==> src/rtl/core_sequencer_if.sv <==
// Data-memory port bundle for core_sequencer: core and external requests in,
// muxed memory controls and the external grant out.
interface core_sequencer_if;
  logic       core_mem_wen;
  logic [7:0] core_addr;
  logic [7:0] core_wdat;
  logic       ext_req;
  logic       ext_we;
  logic [7:0] ext_addr;
  logic [7:0] ext_wdat;
  logic       ext_gnt;
  logic       dm_wen;
  logic [7:0] dm_addr;
  logic [7:0] dm_wdat;

  // Requesting side: core datapath plus external loader/checker.
  modport master (
    output core_mem_wen, core_addr, core_wdat,
    output ext_req, ext_we, ext_addr, ext_wdat,
    input  ext_gnt, dm_wen, dm_addr, dm_wdat
  );

  // Sequencer side: owns arbitration and the memory mux.
  modport slave (
    input  core_mem_wen, core_addr, core_wdat,
    input  ext_req, ext_we, ext_addr, ext_wdat,
    output ext_gnt, dm_wen, dm_addr, dm_wdat
  );
endinterface

==> src/rtl/core_sequencer.sv <==
// Run controller for the 9-bit core: start/done handshake, core reset and
// enable, halt/end-of-program detection, watchdog, and data-memory arbitration.
module core_sequencer #(
  parameter int unsigned             PC_W       = 8,
  parameter int unsigned             CNT_W      = 16,
  parameter logic [PC_W-1:0]         LAST_PC    = 8'hFF,
  parameter logic [CNT_W-1:0]        MAX_CYCLES = 16'hFFFF,
  parameter int unsigned             CLR_CYCLES = 2
) (
  input  logic               clk,
  input  logic               reset,
  input  logic               start,
  input  logic [PC_W-1:0]    pc,
  input  logic               halt_insn,
  core_sequencer_if.slave    bus,
  output logic               core_rst,
  output logic               core_en,
  output logic               busy,
  output logic               done,
  output logic               timeout,
  output logic [CNT_W-1:0]   cycle_count
);

  localparam int unsigned CLR_W = (CLR_CYCLES > 1) ? $clog2(CLR_CYCLES) : 1;
  localparam logic [CLR_W-1:0] CLR_LOAD = CLR_W'(CLR_CYCLES - 1);
  localparam logic [CNT_W-1:0] WD_LAST  = MAX_CYCLES - 1'b1;

  typedef enum logic [2:0] {
    IDLE,
    CLEAR,
    RUN,
    DRAIN,
    DONE
  } state_t;

  state_t           state;
  logic             start_q;
  logic [CLR_W-1:0] clr_cnt;
  logic             start_edge;
  logic             ext_own;

  assign start_edge = start & ~start_q;

  always_ff @(posedge clk) begin
    if (!reset) begin
      state       <= IDLE;
      start_q     <= 1'b1;
      clr_cnt     <= '0;
      core_rst    <= 1'b1;
      busy        <= 1'b0;
      done        <= 1'b0;
      timeout     <= 1'b0;
      cycle_count <= '0;
    end else begin
      start_q <= start;
      unique case (state)
        IDLE, DONE: begin
          if (start_edge) begin
            state       <= CLEAR;
            clr_cnt     <= CLR_LOAD;
            core_rst    <= 1'b1;
            busy        <= 1'b1;
            done        <= 1'b0;
            timeout     <= 1'b0;
            cycle_count <= '0;
          end
        end
        CLEAR: begin
          if (clr_cnt == '0) begin
            state    <= RUN;
            core_rst <= 1'b0;
          end else begin
            clr_cnt <= clr_cnt - 1'b1;
          end
        end
        RUN: begin
          cycle_count <= cycle_count + 1'b1;
          // Halt / end-of-program take priority so a simultaneous watchdog hit
          // does not flag a timeout.
          if (halt_insn || (pc == LAST_PC)) begin
            state <= DRAIN;
          end else if (cycle_count == WD_LAST) begin
            state   <= DRAIN;
            timeout <= 1'b1;
          end
        end
        DRAIN: begin
          state    <= DONE;
          busy     <= 1'b0;
          done     <= 1'b1;
          core_rst <= 1'b1;
        end
        default: begin
          state    <= IDLE;
          core_rst <= 1'b1;
          busy     <= 1'b0;
          done     <= 1'b0;
        end
      endcase
    end
  end

  // External side owns the memory only while the core is parked.
  always_comb begin
    ext_own     = (state == IDLE) || (state == DONE);
    core_en     = (state == RUN) && !halt_insn;
    bus.ext_gnt = ext_own && bus.ext_req;
    if (ext_own) begin
      bus.dm_wen  = bus.ext_gnt && bus.ext_we;
      bus.dm_addr = bus.ext_addr;
      bus.dm_wdat = bus.ext_wdat;
    end else begin
      bus.dm_wen  = bus.core_mem_wen && core_en;
      bus.dm_addr = bus.core_addr;
      bus.dm_wdat = bus.core_wdat;
    end
  end

endmodule

==> src/flat_wrapper.sv <==
// flat-port wrapper written by rule: the top's interface ports become plain ports
module core_sequencer_flat 
#(
  parameter int unsigned             PC_W       = 8,
  parameter int unsigned             CNT_W      = 16,
  parameter logic [PC_W-1:0]         LAST_PC    = 8'hFF,
  parameter logic [CNT_W-1:0]        MAX_CYCLES = 16'hFFFF,
  parameter int unsigned             CLR_CYCLES = 2
)
  (clk, reset, start, pc, halt_insn, core_rst, core_en, busy, done, timeout, cycle_count, bus_core_mem_wen, bus_core_addr, bus_core_wdat, bus_ext_req, bus_ext_we, bus_ext_addr, bus_ext_wdat, bus_ext_gnt, bus_dm_wen, bus_dm_addr, bus_dm_wdat);
  core_sequencer_if bus_i ();
  input  logic clk;
  input  logic reset;
  input  logic start;
  input  logic [PC_W-1:0] pc;
  input  logic halt_insn;
  output logic core_rst;
  output logic core_en;
  output logic busy;
  output logic done;
  output logic timeout;
  output logic [CNT_W-1:0] cycle_count;
  input wire logic [$bits(bus_i.core_mem_wen)-1:0] bus_core_mem_wen;
  input wire logic [$bits(bus_i.core_addr)-1:0] bus_core_addr;
  input wire logic [$bits(bus_i.core_wdat)-1:0] bus_core_wdat;
  input wire logic [$bits(bus_i.ext_req)-1:0] bus_ext_req;
  input wire logic [$bits(bus_i.ext_we)-1:0] bus_ext_we;
  input wire logic [$bits(bus_i.ext_addr)-1:0] bus_ext_addr;
  input wire logic [$bits(bus_i.ext_wdat)-1:0] bus_ext_wdat;
  output wire logic [$bits(bus_i.ext_gnt)-1:0] bus_ext_gnt;
  output wire logic [$bits(bus_i.dm_wen)-1:0] bus_dm_wen;
  output wire logic [$bits(bus_i.dm_addr)-1:0] bus_dm_addr;
  output wire logic [$bits(bus_i.dm_wdat)-1:0] bus_dm_wdat;
  assign bus_i.core_mem_wen = bus_core_mem_wen;
  assign bus_i.core_addr = bus_core_addr;
  assign bus_i.core_wdat = bus_core_wdat;
  assign bus_i.ext_req = bus_ext_req;
  assign bus_i.ext_we = bus_ext_we;
  assign bus_i.ext_addr = bus_ext_addr;
  assign bus_i.ext_wdat = bus_ext_wdat;
  assign bus_ext_gnt = bus_i.ext_gnt;
  assign bus_dm_wen = bus_i.dm_wen;
  assign bus_dm_addr = bus_i.dm_addr;
  assign bus_dm_wdat = bus_i.dm_wdat;
  core_sequencer #(.PC_W(PC_W), .CNT_W(CNT_W), .LAST_PC(LAST_PC), .MAX_CYCLES(MAX_CYCLES), .CLR_CYCLES(CLR_CYCLES)) u_core (.clk(clk), .reset(reset), .start(start), .pc(pc), .halt_insn(halt_insn), .bus(bus_i), .core_rst(core_rst), .core_en(core_en), .busy(busy), .done(done), .timeout(timeout), .cycle_count(cycle_count));
endmodule
==> config.mk <==
export PLATFORM = sky130hd
export DESIGN_NAME = core_sequencer_flat
export DESIGN_NICKNAME = d
export VERILOG_FILES = /design/src/rtl/core_sequencer_if.sv /design/src/rtl/core_sequencer.sv /design/src/flat_wrapper.sv
export SDC_FILE = /design/constraint.sdc
export NUM_CORES = 1
export LEC_CHECK = 0
export BUFFER_PORTS_ARGS = -buffer_cell sky130_fd_sc_hd__buf_2
export CAP_MARGIN = 10
export CORE_ASPECT_RATIO = 0.5
export CORE_MARGIN = 3
export CORE_UTILIZATION = 40
export CTS_CLUSTER_DIAMETER = 100
export DETAILED_ROUTE_END_ITERATION = 16
export MAX_ROUTING_LAYER = met4
export PLACE_DENSITY_LB_ADDON = 0.08
export SLEW_MARGIN = 25
export SYNTH_ARGS = -nofsm -noshare
export SYNTH_HDL_FRONTEND = slang
export SYNTH_SLANG_ARGS = --single-unit
==> constraint.sdc <==
create_clock -name clk -period 2.15 [get_ports clk]
set_clock_uncertainty 0.2 [all_clocks]
set_input_delay 0.215 -clock clk [delete_from_list [all_inputs] [get_ports clk]]
set_output_delay 0.215 -clock clk [all_outputs]
set_load 0.005 [all_outputs]
=== After elaboration in Yosys (flattened, before gate mapping) ===
Cells that the tools add are included.

* Flip-flop bits (word level): 25
* Input bits: 47

* Add/subtract/negate cells: 2
* Equal/unequal tests: 11
* Muxes and demuxes: 21
* Bitwise logic cells: 4
* Reductions and logical operators: 18

{| class="wikitable"
|+ Operator list
! kind !! number
|-
| $pmux 16 s2 || 1
|-
| $add 16x1->16 const B || 1
|-
| $eq 16x16->1 const B || 1
|-
| $mux 16 || 1
|-
| $mux 8 || 2
|-
| $mux 3 || 4
|-
| $pmux 3 s4 || 1
|-
| $eq 8x8->1 const B || 1
|-
| $mux 1 || 7
|-
| $eq 3x2->1 const B || 2
|-
| $pmux 1 s2 || 3
|-
| $pmux 1 s3 || 2
|-
| $reduce_and 2->1 || 3
|-
| $reduce_and 3->1 || 2
|-
| $logic_and 1x1->1 || 4
|-
| $ne 2x1->1 const B || 2
|-
| $ne 2x2->1 const B || 2
|-
| $reduce_and 4->1 || 1
|-
| $reduce_bool 2->1 || 2
|-
| $reduce_or 2->1 || 2
|-
| $eq 3x1->1 const B || 1
|-
| $eq 3x3->1 const B || 1
|-
| $logic_not 3->1 || 1
|-
| $ne 3x1->1 const B || 1
|-
| other kinds (5) || 8
|}

=== Logic depth before layout (Yosys ltp) ===
* Depth after elaboration: 5
* Gate-level depth with buffers: 7

=== Worst setup path after synthesis ===
Ideal clock, no wire load.

* Kind: reg2out
* Start point: register u_core.state[1]
* End point: output port bus_dm_addr[5]
* Data arrival time: 1615 ps
* Required time: 1735 ps
* Path slack: 120 ps
* Cell stages (with the launch flop): 5
* Cells stage by stage: dfxtp_1 -> clkbuf_1 -> nor2_1 -> clkbuf_1 -> mux2_2

* Cells in the longest elaborated chain, start to end: 3
* Elaborated cells on any way between the ends: 4
* Those cells by class: eq/ne: 1; mux: 1; reduce/logical: 2

{| class="wikitable"
|+ Ends and longest elaborated chain
! item !! line !! text
|-
| start, declared || core_sequencer.sv:36 || <nowiki>state_t state;</nowiki>
|-
| start signal, assigned || core_sequencer.sv:46 || <nowiki>state <= IDLE;</nowiki>
|-
| start signal, assigned || core_sequencer.sv:59 || <nowiki>state <= CLEAR;</nowiki>
|-
| start signal, assigned || core_sequencer.sv:70 || <nowiki>state <= RUN;</nowiki>
|-
| $eq 3x3->1 / $logic_not 3->1 (equally long branches) || core_sequencer.sv:105 || <nowiki>ext_own = (state == IDLE) || (state == DONE);</nowiki>
|-
| $logic_or 1x1->1 (*) || core_sequencer.sv:105 ||
|-
| $mux 8 (*) || core_sequencer.sv:108 || <nowiki>if (ext_own) begin</nowiki>
|-
| end, declared || flat_wrapper.sv:32 || <nowiki>output wire logic [$bits(bus_i.dm_addr)-1:0] bus_dm_addr;</nowiki>
|}

Every way passes the cells marked *; elsewhere a longest branch is shown, timed or not.

=== Worst setup path after layout ===
* Start point: register u_core.state[2]
* End point: output port bus_dm_wen

* Cells in the longest elaborated chain, start to end: 5
* Elaborated cells on any way between the ends: 9
* Those cells by class: eq/ne: 2; mux: 1; reduce/logical: 6

{| class="wikitable"
|+ Ends and longest elaborated chain
! item !! line !! text
|-
| $eq 3x3->1 / $logic_not 3->1 (equally long branches) || core_sequencer.sv:105 ||
|-
| $logic_or 1x1->1 || core_sequencer.sv:105 ||
|-
| $logic_and 1x1->1 || core_sequencer.sv:107 || <nowiki>bus.ext_gnt = ext_own && bus.ext_req;</nowiki>
|-
| $logic_and 1x1->1 || core_sequencer.sv:109 || <nowiki>bus.dm_wen = bus.ext_gnt && bus.ext_we;</nowiki>
|-
| $mux 1 (*) || core_sequencer.sv:108 ||
|-
| end, declared || flat_wrapper.sv:31 || <nowiki>output wire logic [$bits(bus_i.dm_wen)-1:0] bus_dm_wen;</nowiki>
|}

Marks and branches as above.

==> impl_metrics.csv <==
group,metric,value,unit
outcome,status,"completed",
clock_network,cts_tree,"done",
drt,wl,3910,um
sta,final.period_utilization,0.943,
die,ioPinCount,86,
drt,drt_pass1_iterations,4,
drt,vias,1615,
synthesis,synth_edf_count,0,
final_layout,syn_to_final_growth,36.7,%
clock_network,cts.htree.levels,1,
power_and_ir_drop,vdd_drop_max,0.208,mV
synthesis,syn_inst,175,
sta,hold_violations,0,
min_path,hold_path_class,"in -> reg",
synthesis,netlist_top_cells_count,"25 x dfxtp_1, 16 x mux2_2, 16 x nand3_1, 12 x o21ai_0, 11 x nand2_1",
setup_path,cp_cell_sequence,"or3b_1, buf_4, nor2_4, a22o_1, buf_2",
synthesis,ys.flop_type,"dfxtp_1",
sta,slew_violations,0,
synthesis,syn_nets,224,
synthesis,yosys.area.top_type,"dfxtp_1",
min_path,min-delay-start,"halt_insn",
sta,worst_pin_slew,0.528,ns
grt,grt_overflow,0,
sta,rsz0062_at_grt,"no",
die,start_util,0.428,
setup_path,path_max_fanout,15,
setup_path,endpoint_kind,"output pin",
clock_network,clock_latency,0.28,ns
grt,antenna_found_initial,0,
synthesis,ys_ff_latch,25,
final_layout,num-fill-cells,343,
setup_path,cp.arrival,1.61,ns
clock_network,cts_buffers,3,
placement,dp_hpwl,2970,um
min_path,hold_path_depth,4,
grt,grt_max_degree,34,
drt,routedWlPerCell,12.5,um
placement,placed_cell_area,2000,sq um
final_layout,drive_above_1_share,0.452,
clock_network,clk_path_buf_depth,2,
sta,whs,0.0914,ns
final_layout,fin_area,2060,sq um
setup_path,cp_slowest_stage_delay,0.41,ns
die,dieHeight,49.5,um
setup_path,cp-start-kind,"flip-flop",
clock_network,clk_pin_slew,0.08,ns
synthesis,netlist_area,1510,sq um
sta,max_freq,493,MHz
sta,finalCriticalPeriod,2.03,ns
setup_path,critPathBufInv,2,
drt,viasPerCell,5.18,
setup_path,r2r-start,"u_core.state[2]$_SDFFE_PN0P_",
clock_network,postCtsSetupBuffers,0,
setup_path,ff2ff_path_depth,4,
grt,track_usage,0.175,
setup_path,r2r-end,"u_core.cycle_count[15]$_SDFFE_PN0P_",
die,die_area,4590,sq um
synthesis,ys_seq_area_frac,0.331,
synthesis,post-synth-top-count-cell,"dfxtp_1",
job,maxCapViolations,0,
setup_path,worstSetupPathType,"reg -> out",
placement,globalplace.congestion,0.770,
synthesis,yosysWarnings,0,
die,die_w,92.9,um
min_path,min_to,"u_core.timeout$_SDFFE_PN0P_",
synthesis,synth_top_area_share,0.331,
power_and_ir_drop,leakage,0.991,nW
setup_path,crit_slowest_cell,"or3b_1",
setup_path,rrSetupSlack,0.22,ns
synthesis,yosys-top-cells-area,"dfxtp_1 33%, mux2_2 12%, mux2i_1 5.3%, nand3_1 5.3%, o21ai_0 4.0%",
sta,setup-tns-final,0,ns
synthesis,async_reset_ff_frac,0,
drt,drt_iter0_markers,54,
final_layout,diodes,0,
final_layout,final_util,0.585,
placement,numPortBuffers,85,
sta,finalSetupViolCount,0,
grt,grt_first_pass_wirelength,6450,um
grt,grt_pass1_vias,1509,
setup_path,crit_path_start,"u_core.state[2]$_SDFFE_PN0P_",
drt,drc,0,
final_layout,multi_input_area,953,sq um
setup_path,cp_data_required_time,1.74,ns
final_layout,ff_latch_area,502,sq um
die,core_area,3530,sq um
clock_network,cts.sinks,25,
sta,slew_headroom,0.648,
power_and_ir_drop,powerDensity,477,nW/um^2
synthesis,synth.distinct_cells,37,
drt,postRouteAntennaNets,0,
clock_network,clockRootBuffer,"clkbuf_8",
setup_path,critical_path.top_delay_family,"simple AND/OR/NAND/NOR gates",
synthesis,syn_area_per_cell,8.63,sq um
die,rows,15,
final_layout,nNetsFinal,311,
==> per-stage QoR <==
step | setup slack [ns] | cells | total power [mW]
after detailed placement | 0.185 | 307 | 0.706
after global routing | 0.0219 | 312 | 1.04
after global placement | 0.237 | 307 | 0.702
final | 0.122 | 312 | 0.985
after CTS | 0.0148 | 312 | 0.990
after floorplan | 0.120 | 175 | 0.608
==> tightest hold or removal path, delay by kind of cell <==
kind,cells,cell delay [ns]
buffers and inverters,1,0.10
AOI/OAI and AO/OA,2,0.15
and+or+nand+nor,1,0.05
==> routing by layer <==
| metal | share of wire | vias to the layer above | wire, um | global-route usage |
|---|---|---|---|---|
| met5 | 0 | - | 0 | - |
| met4 | 0.0049 | 0 | 19 | 0.0219 |
| met3 | 0.062 | 2 | 241 | 0.0381 |
| met2 | 0.48 | 55 | 1890 | 0.319 |
| met1 | 0.45 | 745 | 1760 | 0.203 |
| li1 | - | 813 | - | - |
==> sequential cells by signal, summed over array words and instances, names as in the netlist <==
signal              flops
u_core.state            3
u_core.cycle_count     16
u_core.busy             1
u_core.clr_cnt          1
u_core.done             1
u_core.start_q          1
u_core.timeout          1
u_core.core_rst         1
==> layout make-up <==
| cell class | instances | share of cell area |
|---|---|---|
| Clock buffer | 3 | 0.0200 |
| Clock inverter | 1 | 0.00242 |
| Inverter | 5 | 0.00909 |
| Multi-Input combinational cell | 135 | 0.462 |
| Sequential cell | 25 | 0.243 |
| Tap cell | 51 | 0.0309 |
| Timing Repair Buffer | 92 | 0.233 |
==> report_power, final <==
group / total (mW) / switching [mW] / internal [mW] / leakage, nW
registers: 0.481 / 0.00805 / 0.473 / 0.203
logic: 0.217 / 0.0935 / 0.123 / 0.763
clock network: 0.287 / 0.157 / 0.130 / 0.0255
total: 0.985 / 0.259 / 0.726 / 0.991
==> how the worst max path moves through the flow <==
stage                                                endpoint  slack (ns)  cells after the start
after detailed placement  u_core.cycle_count[15]$_SDFFE_PN0P_        0.19                      4
after global routing                           bus_dm_addr[2]        0.02                      5
final                                              bus_dm_wen        0.12                      5
after global placement    u_core.cycle_count[15]$_SDFFE_PN0P_        0.24                      4
after CTS                  u_core.cycle_count[2]$_SDFFE_PN0P_        0.01                      6
after floorplan                                bus_dm_addr[5]        0.12                      4
==> cells by family after synthesis <==
kind of cell | Yosys count | share of synthesized area
AO/OA/AOI/OAI | 34 | 0.143
multiplexers | 24 | 0.172
AND/OR/NAND/NOR | 75 | 0.292
flip-flops | 25 | 0.331
adder cells (fa/ha/maj) | 2 | 0.0166
buffers and inverters | 15 | 0.0447
==> what timing repair did <==
action                                  in CTS  in global routing
hold endpoints to repair                     1                  0
endpoints found under the setup margin       1                  3
pin swaps                                    0                  0
resized for setup                            1                  3
hold buffers                                 1                  0
==> layout by cell type (no fill, tap or decap), drive strengths merged, types with 2 or more instances in the layout <==
cell,n
and3b,2
nand2,11
o21a,3
nand3b,2
ha,2
inv,5
mux2i,8
o211a,2
nor3,3
o211ai,3
buf,91
nand4,7
nor4,4
dfxtp,25
o21ai,12
nand2b,8
a21boi,3
mux2,16
nand3,16
and2,7
a21oi,7
nor2,7
clkbuf,3
Note: power is estimated with default switching activity, not from simulation.
